[src/rtl/aes_block_loader_if.sv]
// aes_block_loader_if
//   Bundles the byte-stream input handshake and the assembled-block output
//   handshake of aes_block_loader.
//   master : the loader side (consumes the byte stream, produces blocks)
//   slave  : the environment side (drives bytes, consumes blocks)
//   Signals: in_byte/in_valid/in_ready    byte stream
//            blk_data/blk_key/blk_mode    assembled block, key and mode
//            blk_valid/blk_ready          block handshake
//            key_valid                    a key has been committed
//            frame_err                    one-cycle pulse on timeout abort
interface aes_block_loader_if;
  logic [7:0]   in_byte;
  logic         in_valid;
  logic         in_ready;
  logic [127:0] blk_data;
  logic [127:0] blk_key;
  logic         blk_mode;
  logic         blk_valid;
  logic         blk_ready;
  logic         key_valid;
  logic         frame_err;

  modport master (
    input  in_byte, in_valid, blk_ready,
    output in_ready, blk_data, blk_key, blk_mode, blk_valid, key_valid, frame_err
  );

  modport slave (
    output in_byte, in_valid, blk_ready,
    input  in_ready, blk_data, blk_key, blk_mode, blk_valid, key_valid, frame_err
  );
endinterface

[src/rtl/aes_block_loader.sv]
// aes_block_loader
//   Byte-stream front end for the AES datapath. Collects a frame made of a
//   header byte (bit0 = mode, bit1 = key present), an optional 16-byte key
//   and a 16-byte data block into 128-bit words in column-major state order
//   (byte k lands in bits [127-8k -: 8]). The last committed key is kept
//   across frames. An idle gap of TIMEOUT_CYCLES inside a frame aborts it.
//   Ports: clk, rst (async, active-high); bus (aes_block_loader_if.master)
//   carrying the byte stream handshake and the block output handshake.
module aes_block_loader #(
  parameter int unsigned  TIMEOUT_CYCLES = 1000000,
  parameter logic [127:0] KEY_RESET      = 128'h0
) (
  input logic                clk,
  input logic                rst,
  aes_block_loader_if.master bus
);

  typedef enum logic [1:0] {
    IDLE = 2'd0,
    KEY  = 2'd1,
    DATA = 2'd2,
    OUT  = 2'd3
  } state_t;

  // Counter is wide enough to hold TIMEOUT_CYCLES-1 with margin, never narrower than 2 bits.
  localparam int unsigned   TW          = $clog2(TIMEOUT_CYCLES + 2) + 1;
  localparam int unsigned   TO_LAST_INT = (TIMEOUT_CYCLES > 0) ? TIMEOUT_CYCLES - 1 : 0;
  localparam logic [TW-1:0] TO_LAST     = TW'(TO_LAST_INT);
  localparam logic          TO_EN       = (TIMEOUT_CYCLES > 0);

  // Replace byte slot idx of a 128-bit word; slot 0 is the most significant byte.
  function automatic logic [127:0] put_byte(input logic [127:0] word,
                                            input logic [3:0]   idx,
                                            input logic [7:0]   b);
    logic [127:0] r;
    logic [6:0]   top;
    r = word;
    top = 7'd127 - {idx, 3'b000};
    r[top -: 8] = b;
    return r;
  endfunction

  state_t        state_r, state_s;
  logic [3:0]    cnt_r;
  logic [TW-1:0] to_cnt_r;
  logic          mode_pend_r;
  logic [127:0]  key_stage_r;
  logic [127:0]  blk_data_r;
  logic [127:0]  blk_key_r;
  logic          blk_mode_r;
  logic          blk_valid_r;
  logic          key_valid_r;
  logic          frame_err_r;

  logic          xfer_s;
  logic          cnt_last_s;
  logic          in_frame_s;
  logic          timeout_s;
  logic [127:0]  key_merged_s;
  logic          key_commit_s;
  logic          blk_load_s;
  logic          abort_s;
  logic          out_done_s;

  assign bus.in_ready  = (state_r != OUT);
  assign xfer_s        = bus.in_valid && (state_r != OUT);
  assign cnt_last_s    = (cnt_r == 4'd15);
  assign in_frame_s    = (state_r == KEY) || (state_r == DATA);
  // A transfer always beats the timeout in the same cycle.
  assign timeout_s     = TO_EN && in_frame_s && !xfer_s && (to_cnt_r == TO_LAST);
  // Final key byte is merged combinationally so the commit is a single edge.
  assign key_merged_s  = put_byte(key_stage_r, cnt_r, bus.in_byte);

  assign bus.blk_data  = blk_data_r;
  assign bus.blk_key   = blk_key_r;
  assign bus.blk_mode  = blk_mode_r;
  assign bus.blk_valid = blk_valid_r;
  assign bus.key_valid = key_valid_r;
  assign bus.frame_err = frame_err_r;

  // FSM state register.
  always_ff @(posedge clk or posedge rst) begin
    if (rst) begin
      state_r <= IDLE;
    end else begin
      state_r <= state_s;
    end
  end

  // Next-state decode and per-cycle commit strobes.
  always_comb begin
    state_s      = state_r;
    key_commit_s = 1'b0;
    blk_load_s   = 1'b0;
    abort_s      = 1'b0;
    out_done_s   = 1'b0;
    case (state_r)
      IDLE: begin
        if (xfer_s) begin
          state_s = bus.in_byte[1] ? KEY : DATA;
        end else begin
          state_s = IDLE;
        end
      end
      KEY: begin
        if (xfer_s && cnt_last_s) begin
          state_s      = DATA;
          key_commit_s = 1'b1;
        end else if (timeout_s) begin
          state_s = IDLE;
          abort_s = 1'b1;
        end else begin
          state_s = KEY;
        end
      end
      DATA: begin
        if (xfer_s && cnt_last_s) begin
          state_s    = OUT;
          blk_load_s = 1'b1;
        end else if (timeout_s) begin
          state_s = IDLE;
          abort_s = 1'b1;
        end else begin
          state_s = DATA;
        end
      end
      OUT: begin
        if (blk_valid_r && bus.blk_ready) begin
          state_s    = IDLE;
          out_done_s = 1'b1;
        end else begin
          state_s = OUT;
        end
      end
      default: begin
        state_s = IDLE;
      end
    endcase
  end

  // Byte slot counter and inter-byte idle counter.
  always_ff @(posedge clk or posedge rst) begin
    if (rst) begin
      cnt_r    <= 4'd0;
      to_cnt_r <= '0;
    end else begin
      if (in_frame_s && xfer_s) begin
        cnt_r <= cnt_last_s ? 4'd0 : cnt_r + 4'd1;
      end else if ((state_r == IDLE) || abort_s) begin
        cnt_r <= 4'd0;
      end else begin
        cnt_r <= cnt_r;
      end
      if (TO_EN && in_frame_s && !xfer_s && !abort_s) begin
        to_cnt_r <= to_cnt_r + {{(TW-1){1'b0}}, 1'b1};
      end else begin
        to_cnt_r <= '0;
      end
    end
  end

  // Header, key staging/commit, data assembly and output handshake registers.
  always_ff @(posedge clk or posedge rst) begin
    if (rst) begin
      mode_pend_r <= 1'b0;
      key_stage_r <= 128'h0;
      blk_data_r  <= 128'h0;
      blk_key_r   <= KEY_RESET;
      blk_mode_r  <= 1'b0;
      blk_valid_r <= 1'b0;
      key_valid_r <= 1'b0;
      frame_err_r <= 1'b0;
    end else begin
      frame_err_r <= abort_s;
      if ((state_r == IDLE) && xfer_s) begin
        mode_pend_r <= bus.in_byte[0];
      end
      if ((state_r == KEY) && xfer_s) begin
        key_stage_r <= key_merged_s;
      end else if (abort_s) begin
        key_stage_r <= 128'h0;
      end
      if (key_commit_s) begin
        blk_key_r   <= key_merged_s;
        key_valid_r <= 1'b1;
      end
      if ((state_r == DATA) && xfer_s) begin
        blk_data_r <= put_byte(blk_data_r, cnt_r, bus.in_byte);
      end
      if (blk_load_s) begin
        blk_mode_r  <= mode_pend_r;
        blk_valid_r <= 1'b1;
      end else if (out_done_s) begin
        blk_valid_r <= 1'b0;
      end
    end
  end

endmodule

[src/flat_wrapper.sv]
// flat-port wrapper written by rule: the top's interface ports become plain ports
module aes_block_loader_flat 
#(
  parameter int unsigned  TIMEOUT_CYCLES = 1000000,
  parameter logic [127:0] KEY_RESET      = 128'h0
)
  (clk, rst, bus_in_byte, bus_in_valid, bus_blk_ready, bus_in_ready, bus_blk_data, bus_blk_key, bus_blk_mode, bus_blk_valid, bus_key_valid, bus_frame_err);
  aes_block_loader_if bus_i ();
  input logic clk;
  input logic rst;
  input wire logic [$bits(bus_i.in_byte)-1:0] bus_in_byte;
  input wire logic [$bits(bus_i.in_valid)-1:0] bus_in_valid;
  input wire logic [$bits(bus_i.blk_ready)-1:0] bus_blk_ready;
  output wire logic [$bits(bus_i.in_ready)-1:0] bus_in_ready;
  output wire logic [$bits(bus_i.blk_data)-1:0] bus_blk_data;
  output wire logic [$bits(bus_i.blk_key)-1:0] bus_blk_key;
  output wire logic [$bits(bus_i.blk_mode)-1:0] bus_blk_mode;
  output wire logic [$bits(bus_i.blk_valid)-1:0] bus_blk_valid;
  output wire logic [$bits(bus_i.key_valid)-1:0] bus_key_valid;
  output wire logic [$bits(bus_i.frame_err)-1:0] bus_frame_err;
  assign bus_i.in_byte = bus_in_byte;
  assign bus_i.in_valid = bus_in_valid;
  assign bus_i.blk_ready = bus_blk_ready;
  assign bus_in_ready = bus_i.in_ready;
  assign bus_blk_data = bus_i.blk_data;
  assign bus_blk_key = bus_i.blk_key;
  assign bus_blk_mode = bus_i.blk_mode;
  assign bus_blk_valid = bus_i.blk_valid;
  assign bus_key_valid = bus_i.key_valid;
  assign bus_frame_err = bus_i.frame_err;
  aes_block_loader #(.TIMEOUT_CYCLES(TIMEOUT_CYCLES), .KEY_RESET(KEY_RESET)) u_core (.clk(clk), .rst(rst), .bus(bus_i));
endmodule
[config.mk]
export PLATFORM = sky130hd
export DESIGN_NAME = aes_block_loader_flat
export DESIGN_NICKNAME = d
export VERILOG_FILES = /design/src/rtl/aes_block_loader_if.sv /design/src/rtl/aes_block_loader.sv /design/src/flat_wrapper.sv
export SDC_FILE = /design/constraint.sdc
export NUM_CORES = 1
export LEC_CHECK = 0
export ABC_AREA = 1
export CAP_MARGIN = 30
export CORE_MARGIN = 2
export CORE_UTILIZATION = 30
export DETAILED_ROUTE_END_ITERATION = 16
export HOLD_SLACK_MARGIN = 0.02
export SYNTH_ARGS = -nofsm -noshare
export SYNTH_HDL_FRONTEND = slang
export SYNTH_SLANG_ARGS = --single-unit
[constraint.sdc]
create_clock -name clk -period 22.6 [get_ports clk]
set_input_delay 3.39 -clock clk [delete_from_list [all_inputs] [get_ports clk]]
set_output_delay 3.39 -clock clk [all_outputs]
set_load 0.1 [all_outputs]
==> results of run 1 <==
synth_stat cells, types with 2 or more instances:
| library cell | instances | area (um^2) |
|---|---|---|
| a21oi_1 | 58 | 290 |
| buf_1 | 5 | 18.8 |
| buf_2 | 44 | 220 |
| buf_4 | 6 | 45.0 |
| buf_6 | 7 | 78.8 |
| clkbuf_1 | 48 | 180 |
| clkinv_1 | 2 | 7.51 |
| dfrtp_1 | 416 | 10400 |
| ha_1 | 11 | 138 |
| inv_1 | 108 | 405 |
| inv_2 | 4 | 15.0 |
| mux2_2 | 8 | 90.1 |
| nand2_1 | 480 | 1800 |
| nand2_4 | 2 | 22.5 |
| nand3_1 | 158 | 791 |
| nand4_1 | 8 | 50.1 |
| nor2_1 | 127 | 477 |
| nor2_2 | 5 | 31.3 |
| nor2_4 | 9 | 101 |
| nor3_2 | 4 | 40.0 |
| nor3_4 | 5 | 81.3 |
| o21ai_0 | 358 | 1790 |
| o21ai_1 | 43 | 215 |
| o22ai_1 | 10 | 62.6 |
| o31ai_1 | 12 | 90.1 |
| o32ai_1 | 6 | 52.6 |
| xnor2_1 | 3 | 26.3 |
| xor2_1 | 8 | 70.1 |
final timing paths:
path / from / to / cells past startpoint / slack (ns)
min in group asynchronous: rst / u_core.bus.blk_data[95] / 2 / 3.37
worst max-delay path: u_core.state_r[0] / bus_in_ready / 3 / 16.70
worst min register to register: u_core.bus.blk_data[112] / u_core.bus.blk_data[112] / 2 / 0.47
worst max register to register: u_core.cnt_r[2] / u_core.bus.blk_key[45] / 8 / 18.86
max in group asynchronous: rst / u_core.bus.blk_valid / 5 / 16.99
worst min-delay path: u_core.bus.blk_data[112] / u_core.bus.blk_data[112] / 2 / 0.47
cell type report:
type | instances | area, um^2
repair buffers | 314 | 3670
inverters | 114 | 440
clock buffers | 68 | 1360
flip-flops and latches | 416 | 10400
fillers | 5636 | 34600
multi-input cells | 1323 | 6290
well taps | 765 | 957
clock inverters | 16 | 213
cell families (layout without fill, tap and decap cells):
group / count (synthesis) / count (layout)
xor gates and xnor gates: 11 / 11
AOI/OAI and AO/OA: 489 / 489
adders and majority gates: 11 / 11
buffers and inverters: 225 / 512
muxes: 8 / 8
and+or+nand+nor: 804 / 804
DFF: 416 / 416
flip-flops by register name, summed over array words and instances, names as in the netlist, 2 cells and up:
| signal | cells |
|---|---|
| u_core.bus.blk_data | 128 |
| u_core.bus.blk_key | 128 |
| u_core.cnt_r | 4 |
| u_core.key_stage_r | 128 |
| u_core.state_r | 2 |
| u_core.to_cnt_r | 21 |
layer usage:
metal | vias up | part of all wire [%] | track usage [%]
met4 | 0 | 3.9 | 7.51
met3 | 104 | 7.9 | 5.18
met5 | - | 0 | 0
met2 | 539 | 45 | 29.4
li1 | 7005 | - | -
met1 | 7157 | 43 | 26.4
power groups by stage:
stage | clock [uW] | combinational [uW] | sequential (uW)
3_3_place_gp | 0 | 464 | 843
4_1_cts | 799 | 504 | 832
2_1_floorplan | 0 | 188 | 972
3_5_place_dp | 0 | 502 | 845
6_report | 780 | 503 | 833
5_1_grt | 829 | 535 | 839
worst max-delay path, cell delays in order (launching register included):
cell and delay, ns:
dfrtp_1 0.41, ha_1 0.31, inv_1 0.08, clkdlybuf4s50_1 1.12
stage by stage:
step	setup WS, ns	instances	utilization, %	hold slack, ns	instance area, um^2
final	16.70	3016	40.3	0.468	23300
after global routing	16.57	3016	40.3	0.487	23300
after CTS	16.41	3013	40.2	0.474	23300
after detailed placement	15.84	2929	37.5	0.458	21700
after global placement	15.85	2898	36.1	0.463	20900
after floorplan	7.63	1964	-	0.454	17700
==> summary.md, run 1 <==
| Metric | Value |
|---|---|
| Asr flop ratio synth | 100% |
| Largest family of logic cells by synthesized area | simple AND/OR/NAND/NOR gates |
| Switching Fraction | 34.7% |
| Crit share post-route | 26.1% |
| Final WL | 59.9 mm |
| Vias | 14800 |
| Final Skew | 0.0148 ns |
| Fin Setup TNS | 0 ns |
| Critical path class | flop to output pin |
| Layout cells sized above 1 | 6.93% |
| Initial antenna violation count | 0 |
| Min Tclk post-route | 5.90 ns |
| Post-route antenna net violation count | 0 |
| Status | finished, final reports clean |
| Routability Congestion | roughly 0.83 |
| Post-Syn Area per Cell | 8.99 um^2 |
| Ports | 273 |
| Max_slew headroom | between 30% and 40% |
| Number of global-route vias before repair | 14000 |
| Clock Sinks | 416 |
| Critical path required time | 19.21 ns |
| LEAKAGE | between 0.01 and 0.015 uW |
| CTS tree | done |
| Die area | 60800 um^2 |
| Std cell rows | 88 |
| Maximum vdd drop | ~95 uV |
| CORE AREA | ~58000 um^2 |
| Die height | 247 um |
| Xor/xnor cell area share of the yosys netlist | 0.545% |
| All-Layer GR Usage | 19.4% |
| Fin. Hold Viols | 0 |
| First-pass GRT wire length | 88.9 mm |
| Max Cap Viol | 0 |
| RSZ-0062 raised after global routing | false |
| Power, Total | 2120 uW |
| Most frequent cells in the layout | nand2_1, dfrtp_1, o21ai_0 |
| Clock latency on the worst-skew pair | 0.59 ns |
| CTS buffer count | 47 |
| Mux contribution to synthesized area | less than 1% |
| Largest net degree at the start of global routing | around 120 |
| Crit start category | flop |
| HPWL Detailed | ~40 mm |
| First-pass DRT Iterations | 5 |
| Via/cell ratio | between 4 and 5 |
| GR Overflow Total | 0 |
| Post-CTS Setup Bufs | 0 |
| Post-synthesis simple-gate area fraction | 19.5% |
| Die W | 247 um |
| Pint | between 1000 and 1500 uW |
| Distinct cells, synth | 37 |
| Post-Synth Adder-Cell Area | 0.779% |
| Mapped cell area | ~18000 um^2 |
| Clock network power share | 36.9% |
| Post-Syn Instances | 1964 |
| Synth Area in Compound Gates | 14.3% |
| Worst endpoint data arrival time | between 2 and 3 ns |
| Mapped Nets | a little under 2000 |
| Number of hold buffers added after CTS | 0 |
| Residual DRC | 0 |
| Clock-pin slew on the worst setup and hold paths | 0.06 ns |
| Commonest non-fill, non-tap cell in the layout | nand2_1 |
| Ant diodes | 0 |
| Post_cts resized | 0 |
| Clk buf depth | 3 |
| Sequential cell area fraction in the yosys report | about 59% |
| Power per cell area | between 90 and 100 nW/um^2 |
| Final max-slew violation count | 0 |
| Class of the worst hold path | flop to flop |
| Post-DR wirelength/cell | 19.8 um |
| Initial Util | 30.5% |
| Setup crit end kind | output pin |
| Number of port buffers | around 270 |
| Clk root buf | clkbuf_16 |
| Sw Pwr | 734 uW |
| Critical Path Fanout Max | 4 |
| Yosys reg bits | 416 |
| FMAX | about 0.17 GHz |
| First DRT Iteration DRCs | 1407 |
| Sequential share of power | 39.4% |
| Top_reg_cell synth | dfrtp_1 |
| H-tree Lvls | 2 |
| EDFF count, synth | 0 |
| Tightest Pin Transition | 1.04 ns |
| Logic pwr share | 23.8% |
| Yosys warns | 0 |
| Net count, final | 2239 |
| Area added between synthesis and finish | 32.1% |
| Setup violations, final | 0 |
(Power assumes the default switching activity.)
==> run 2: changes to the inputs <==
==> constraint.sdc (replaced) <==
create_clock -name clk -period 5.9 [get_ports clk]
set_input_delay 0.885 -clock clk [delete_from_list [all_inputs] [get_ports clk]]
set_output_delay 0.885 -clock clk [all_outputs]
set_load 0.1 [all_outputs]
==> run 2 against run 1 <==
Against the previous run: clock skew is 0.011 ns higher; global-route usage decreased by 0.077 points; hold slack better by 0.0023 ns; worst setup slack got worse by 14 ns; count of clock-buffer cells in the layout is 3 lower; sequential power rose to 3.8 times the previous value; critical endpoint is now u_core.bus.blk_data[12]; total power grew to 3.7 times the previous value; core utilization up 0.27 points; highest routed layer unchanged; critical path depth is 4 higher; sequential share of layout area decreased by 0.29 points.
==> summary.md, run 2 (same netlist as run 1, synthesis figures left out) <==
| Metric | Value |
|---|---|
| Min Tclk post-route | 3.61 ns |
| All-Layer GR Usage | 19.3% (-0.077 points) |
| HPWL Detailed | 40.0 mm (about the same) |
| CORE AREA | 57900 um^2 (unchanged) |
| First DRT Iteration DRCs | 1301 (-7.5%) |
| Post-DR wirelength/cell | 19.5 um (-1.6%) |
| Final non-filler cell area | 23500 um^2 (+0.67%) |
| Top Usage Layer GRT | met2 |
| Residual DRC | 0 (unchanged) |
| Clk root buf | clkbuf_16 |
| Clock-pin slew on the worst setup and hold paths | 0.06 ns (about the same) |
| Tightest Pin Transition | 1.05 ns (+0.00242 ns) |
| Cells on worst reg2reg path | 7 (-1) |
| Number of hold buffers added after CTS | 0 (unchanged) |
| Area added between synthesis and finish | 33.0% |
| Die height | 247 um (unchanged) |
| Clock Sinks | 416 (unchanged) |
| Via/cell ratio | 4.95 (+0.74%) |
| CTS tree | done |
| First-pass DRT Iterations | 6 (+1) |
| Crit start category | flop |
| Number of port buffers | 272 (unchanged) |
| Critical Path Fanout Max | 34 (+30) |
| Critical path class | flop to flop |
| Fillers | 5686 (+0.89%) |
| Die area | 60800 um^2 (unchanged) |
| Post-CTS Setup Bufs | 0 (unchanged) |
| Met3 Track Usage GR | 3.47% (-1.7 points) |
| Max_slew headroom | 30.0% (-0.16 points) |
| Clock latency on the worst-skew pair | 0.58 ns (about the same) |
| Ant diodes | 0 (unchanged) |
| Multi-input gate area | 6300 um^2 (about the same) |
| Sequential share of power | 40.4% (+1.0 points) |
| Crit share post-route | between 60% and 70% |
| Post-route antenna net violation count | 0 (unchanged) |
| R2r setup slk | 2.29 ns (-16.57 ns) |
| RSZ-0062 raised after global routing | false |
| Met2 usage | 29.5% (+0.091 points) |
| CTS buffer count | 46 (-2.1%) |
| Number of global-route vias before repair | 14400 (+2.7%) |
| Pint | 5150 uW (+270%) |
| Hold Crit Depth | 2 (unchanged) |
| Critical path required time | 6.36 ns (-12.85 ns) |
| Maximum vdd drop | 370 uV (+290%) |
| Met1 Use GR | 27.4% (+0.93 points) |
| Class of the worst hold path | flop to flop |
| LEAKAGE | 0.0103 uW (+0.49%) |
| Register area | 10400 um^2 (about the same) |
| Worst endpoint data arrival time | 4.07 ns (+1.56 ns) |
| Fin. Hold Viols | 0 (unchanged) |
| FMAX | ~0.28 GHz |
| Final WL | 59.0 mm (-1.4%) |
| Sw Pwr | 2760 uW (+280%) |
| Max Cap Viol | 0 (unchanged) |
| Clk buf depth | 3 (unchanged) |
| Clock network power share | 35.2% (-1.7 points) |
| Hold path start | u_core.bus.blk_data[118] |
| Final Core Density | 40.6% (+0.27 points) |
| R2R Path Start | u_core.cnt_r[2] |
| Std cell rows | 88 (unchanged) |
| Routability Congestion | 0.864 (+3.7%) |
| Final max-slew violation count | 0 (unchanged) |
| Post_cts resized | 0 (unchanged) |
| Power per cell area | 336 nW/um^2 (+270%) |
| Commonest non-fill, non-tap cell in the layout | nand2_1 |
| Reg-to-Reg End | u_core.bus.blk_data[12] |
| Setup violations, final | 0 (unchanged) |
| Ports | 273 (unchanged) |
| Most frequent cells in the layout | nand2_1, dfrtp_1, o21ai_0 |
| Initial Util | 30.5% (unchanged) |
| Setup crit end kind | flop |
| Logic pwr share | 24.4% (+0.6 points) |
| Net count, final | 2246 (+0.31%) |
| First-pass GRT wire length | 89.4 mm (+0.62%) |
| GR Overflow Total | 0 (unchanged) |
| Die W | 247 um (unchanged) |
| Status | finished, final reports clean |
| DP Area | 22000 um^2 (+1.6%) |
| Layout cells sized above 1 | 7.23% (+0.30 points) |
| Vias | 14900 (+0.87%) |
| Largest net degree at the start of global routing | 170 (+37%) |
| Initial antenna violation count | 0 (unchanged) |
| Switching Fraction | 34.9% (+0.23 points) |
| Hold worst-path end | u_core.bus.blk_data[118] |
| Final Skew | 0.0262 ns (+0.0115 ns) |
| H-tree Lvls | 2 (unchanged) |
run 2: through the flow:
step | setup slack (ns) | hold slack [ns] | setup TNS, ns | power [uW] | instances
global route | 1.99 | 0.484 | 0 | 8260 | 3020
CTS | 2.40 | 0.474 | 0 | 7970 | 3019
detailed placement | 1.93 | 0.459 | 0 | 5170 | 2939
finish | 2.29 | 0.470 | 0 | 7910 | 3020
floorplan | -0.595 | 0.454 | -247.34 | 4450 | 1964
global placement | 1.99 | 0.460 | 0 | 4990 | 2897
run 2: area by class of cell:
| class | instances | share of cell area [%] |
|---|---|---|
| flip-flops and latches | 416 | 44.3 |
| multi-input cells | 1323 | 26.8 |
| repair buffers | 322 | 16.8 |
| clock buffers | 65 | 5.63 |
| well taps | 765 | 4.07 |
| inverters | 114 | 1.86 |
| clock inverters | 15 | 0.495 |
run 2: worst max-delay path by stage:
| stage | start | end | slack [ns] | cells past startpoint |
|---|---|---|---|---|
| 5_1_grt | u_core.cnt_r[3] | u_core.bus.blk_data[12] | 1.99 | 7 |
| 2_1_floorplan | rst | u_core.bus.blk_data[0] | -0.59 | 1 |
| 4_1_cts | u_core.cnt_r[2] | u_core.bus.blk_data[12] | 2.40 | 7 |
| 3_5_place_dp | bus_in_valid | u_core.bus.blk_key[42] | 1.93 | 9 |
| 6_report | u_core.cnt_r[2] | u_core.bus.blk_data[12] | 2.29 | 7 |
| 3_3_place_gp | bus_in_valid | u_core.bus.blk_key[102] | 1.99 | 8 |
run 2: layer usage:
metal	vias to the layer above	share of wire (%)
met4	0	3.5
met3	101	6.6
met1	7297	45
li1	7029	-
met5	-	0
met2	507	45
run 2: power by group through the flow:
stage | Clock (uW) | Sequential, uW | Combinational [uW]
2_1_floorplan | 0 | 3720 | 721
3_3_place_gp | 0 | 3230 | 1760
3_5_place_dp | 0 | 3240 | 1930
4_1_cts | 2840 | 3190 | 1930
5_1_grt | 2960 | 3220 | 2080
6_report | 2780 | 3190 | 1930
run 2: worst max-delay path: stages (launching register included):
cell     delay [ns]
dfrtp_2        0.92
nand2_1        0.57
nor2_1         0.91
nand2_1        0.49
inv_1          0.31
nand2_1        0.08
o21ai_0        0.12
inv_1          0.06
==> run 3: changes to the inputs <==
==> constraint.sdc (replaced) <==
create_clock -name clk -period 3.1 [get_ports clk]
set_input_delay 0.465 -clock clk [delete_from_list [all_inputs] [get_ports clk]]
set_output_delay 0.465 -clock clk [all_outputs]
set_load 0.1 [all_outputs]
==> run 3 against run 2 <==
Against the previous run: die area did not move; cell area down 5.3%; worst setup slack got worse by 2.0 ns; total power up 91%; non-clock buffer count grew 7; critical path depth did not move; first-iteration DRC count increased by 3.8%.
==> summary.md, run 3 (same netlist as run 1, synthesis figures left out) <==
| Metric | Value |
|---|---|
| Final Skew | 0.0196 ns (-0.00669 ns) |
| Commonest non-fill, non-tap cell in the layout | nand2_1 |
| Most frequent cells in the layout | nand2_1, dfrtp_1, o21ai_0 |
| Multi-input gate area | 6300 um^2 (unchanged) |
| Final non-filler cell area | 22300 um^2 (-5.3%) |
| Power per cell area | 677 nW/um^2 (+100%) |
| Fillers | 5869 (+3.2%) |
| CTS tree | done |
| Post-place setup slack | 0.447 ns (-1.48 ns) |
| CTS buffer count | 47 (+2.2%) |
| Die area | 60800 um^2 (unchanged) |
| Die height | 247 um (unchanged) |
| Routability Congestion | 0.859 (-0.61%) |
| Fin Hold WS | 0.358 ns (-0.112 ns) |
| Setup violations, final | 0 (unchanged) |
| H-tree Lvls | 2 (unchanged) |
| Register area | 10400 um^2 (unchanged) |
| Clock-pin slew on the worst setup and hold paths | 0.06 ns (about the same) |
| LEAKAGE | 0.0107 uW (+3.3%) |
| Post-route antenna net violation count | 0 (unchanged) |
| Clock latency on the worst-skew pair | 0.58 ns (about the same) |
| Clock Sinks | 416 (unchanged) |
| Crit start category | flop |
| Initial antenna violation count | 0 (unchanged) |
| Final setup margin | 0.326 ns (-1.97 ns) |
| Final WL | 59.5 mm (+0.76%) |
| Vias | 15000 (+0.38%) |
| Max Cap Viol | 0 (unchanged) |
| FMAX | 0.360 GHz (+30%) |
| Clk root buf | clkbuf_16 |
| Initial Util | 30.5% (unchanged) |
| M1 WL | 27.3 mm (+3.2%) |
| Setup crit end kind | flop |
| Maximum vdd drop | 450 uV (+22%) |
| CORE AREA | 57900 um^2 (unchanged) |
| R2r setup slk | 0.33 ns (-1.97 ns) |
| Crit share post-route | 89.5% (+28 points) |
| First-pass GRT wire length | 89.8 mm (+0.44%) |
| Critical Path Fanout Max | 14 (-59%) |
| Fin. Hold Viols | 0 (unchanged) |
| Crit path launch | u_core.cnt_r[0] |
| Final Core Density | 38.4% (-2.1 points) |
| Final max-slew violation count | 0 (unchanged) |
| Post-DR wirelength/cell | 19.6 um (+0.49%) |
| HPWL Detailed | 40.7 mm (+1.8%) |
| Tightest Pin Transition | 1.10 ns (+0.0493 ns) |
| Critical path required time | 3.58 ns (-2.78 ns) |
| Number of hold buffers added after CTS | 0 (unchanged) |
| Max_slew headroom | 27.0% (-3.1 points) |
| Largest net degree at the start of global routing | 224 (+32%) |
| First DRT Iteration DRCs | 1351 (+3.8%) |
| First-pass DRT Iterations | 5 (-1) |
| Post_cts resized | 0 (unchanged) |
| Clk buf depth | 3 (unchanged) |
| Net count, final | 2254 (+0.36%) |
| Cells on worst reg2reg path | 7 (unchanged) |
| Residual DRC | 0 (unchanged) |
| Ports | 273 (unchanged) |
| CP endpoint | u_core.bus.blk_key[113] |
| Wire length on met3 | 3.63 mm (-7.4%) |
| Top sig layer | met4 |
| Status | finished, final reports clean |
| RSZ-0062 raised after global routing | false |
| Class of the worst hold path | input port to async pin |
| Min Tclk post-route | 2.77 ns (-0.834 ns) |
| R2R Path Start | u_core.cnt_r[0] |
| WL met2 | 26.8 mm (+0.93%) |
| GR Overflow Total | 0 (unchanged) |
| DP Area | 20700 um^2 (-5.9%) |
| Layout cells sized above 1 | 19.1% (+12 points) |
| Reg-to-Reg End | u_core.bus.blk_key[113] |
| All-Layer GR Usage | 19.4% (+0.11 points) |
| Std cell rows | 88 (unchanged) |
| Critical path class | flop to flop |
| Area added between synthesis and finish | 26.0% |
| Number of global-route vias before repair | 14500 (+0.77%) |
| Number of port buffers | 272 (unchanged) |
| Post-CTS Setup Bufs | 0 (unchanged) |
| Die W | 247 um (unchanged) |
| Via/cell ratio | 4.95 (+0.12%) |
| Worst endpoint data arrival time | 3.25 ns (-0.82 ns) |
run 3: changes by cell type in the layout (fill, tap and decap cells not counted), sizes merged:
| cell | delta |
|---|---|
| buf | +268 |
| bufinv | +2 |
| clkbuf | -2 |
| clkdlybuf4s50 | -261 |
| clkinv | -2 |
| clkinvlp | +2 |
| diode | +1 |
run 3: worst max-delay path, cell delays in order (launching register included):
cell and delay (ns):
dfrtp_1 0.43, inv_1 0.23, nor2_1 0.62, nand2_1 0.71, buf_4 0.36, nand2_1 0.06, o21ai_0 0.09, o21ai_0 0.16
run 3: metal layers:
metal	up-vias	GRT usage, %
met1	7410	27.9
met5	-	0
met3	93	3.52
met4	0	6.59
met2	462	29.5
li1	7026	-
run 3: stage by stage:
stage	total power, uW	cells	TNS [ns]
after floorplan	8460	1964	-1237.42
after global placement	9610	2947	0
after detailed placement	9670	2947	0
after CTS	15200	3027	0
after global routing	15800	3027	0
final	15100	3028	0
run 3: how the worst min path moves through the flow:
| stage | depth (start not counted) | endpoint | slack (ns) |
|---|---|---|---|
| final | 2 | u_core.bus.blk_key[4] | 0.36 |
| after global routing | 2 | u_core.bus.key_valid | 0.38 |
| after CTS | 2 | u_core.bus.key_valid | 0.34 |
| after detailed placement | 2 | u_core.bus.blk_data[117] | 0.46 |
| after global placement | 2 | u_core.bus.blk_data[55] | 0.46 |
| after floorplan | 2 | u_core.mode_pend_r | 0.45 |
run 3: area by class of cell:
class,instances,share of cell area (%)
sequential,416,46.8
tap,765,4.30
timing repair buffer,329,11.8
inverter,114,1.96
clock buffer,63,5.96
antenna,1,0.0112
multi-input combinational,1323,28.3
clock inverter,17,0.849
run 3: power by group:
part | internal, uW | leakage (uW) | switching, uW | total, uW
clock | 3240 | 0.000737 | 2260 | 5510
combinational | 746 | 0.00421 | 2750 | 3500
sequential | 5850 | 0.00572 | 213 | 6060
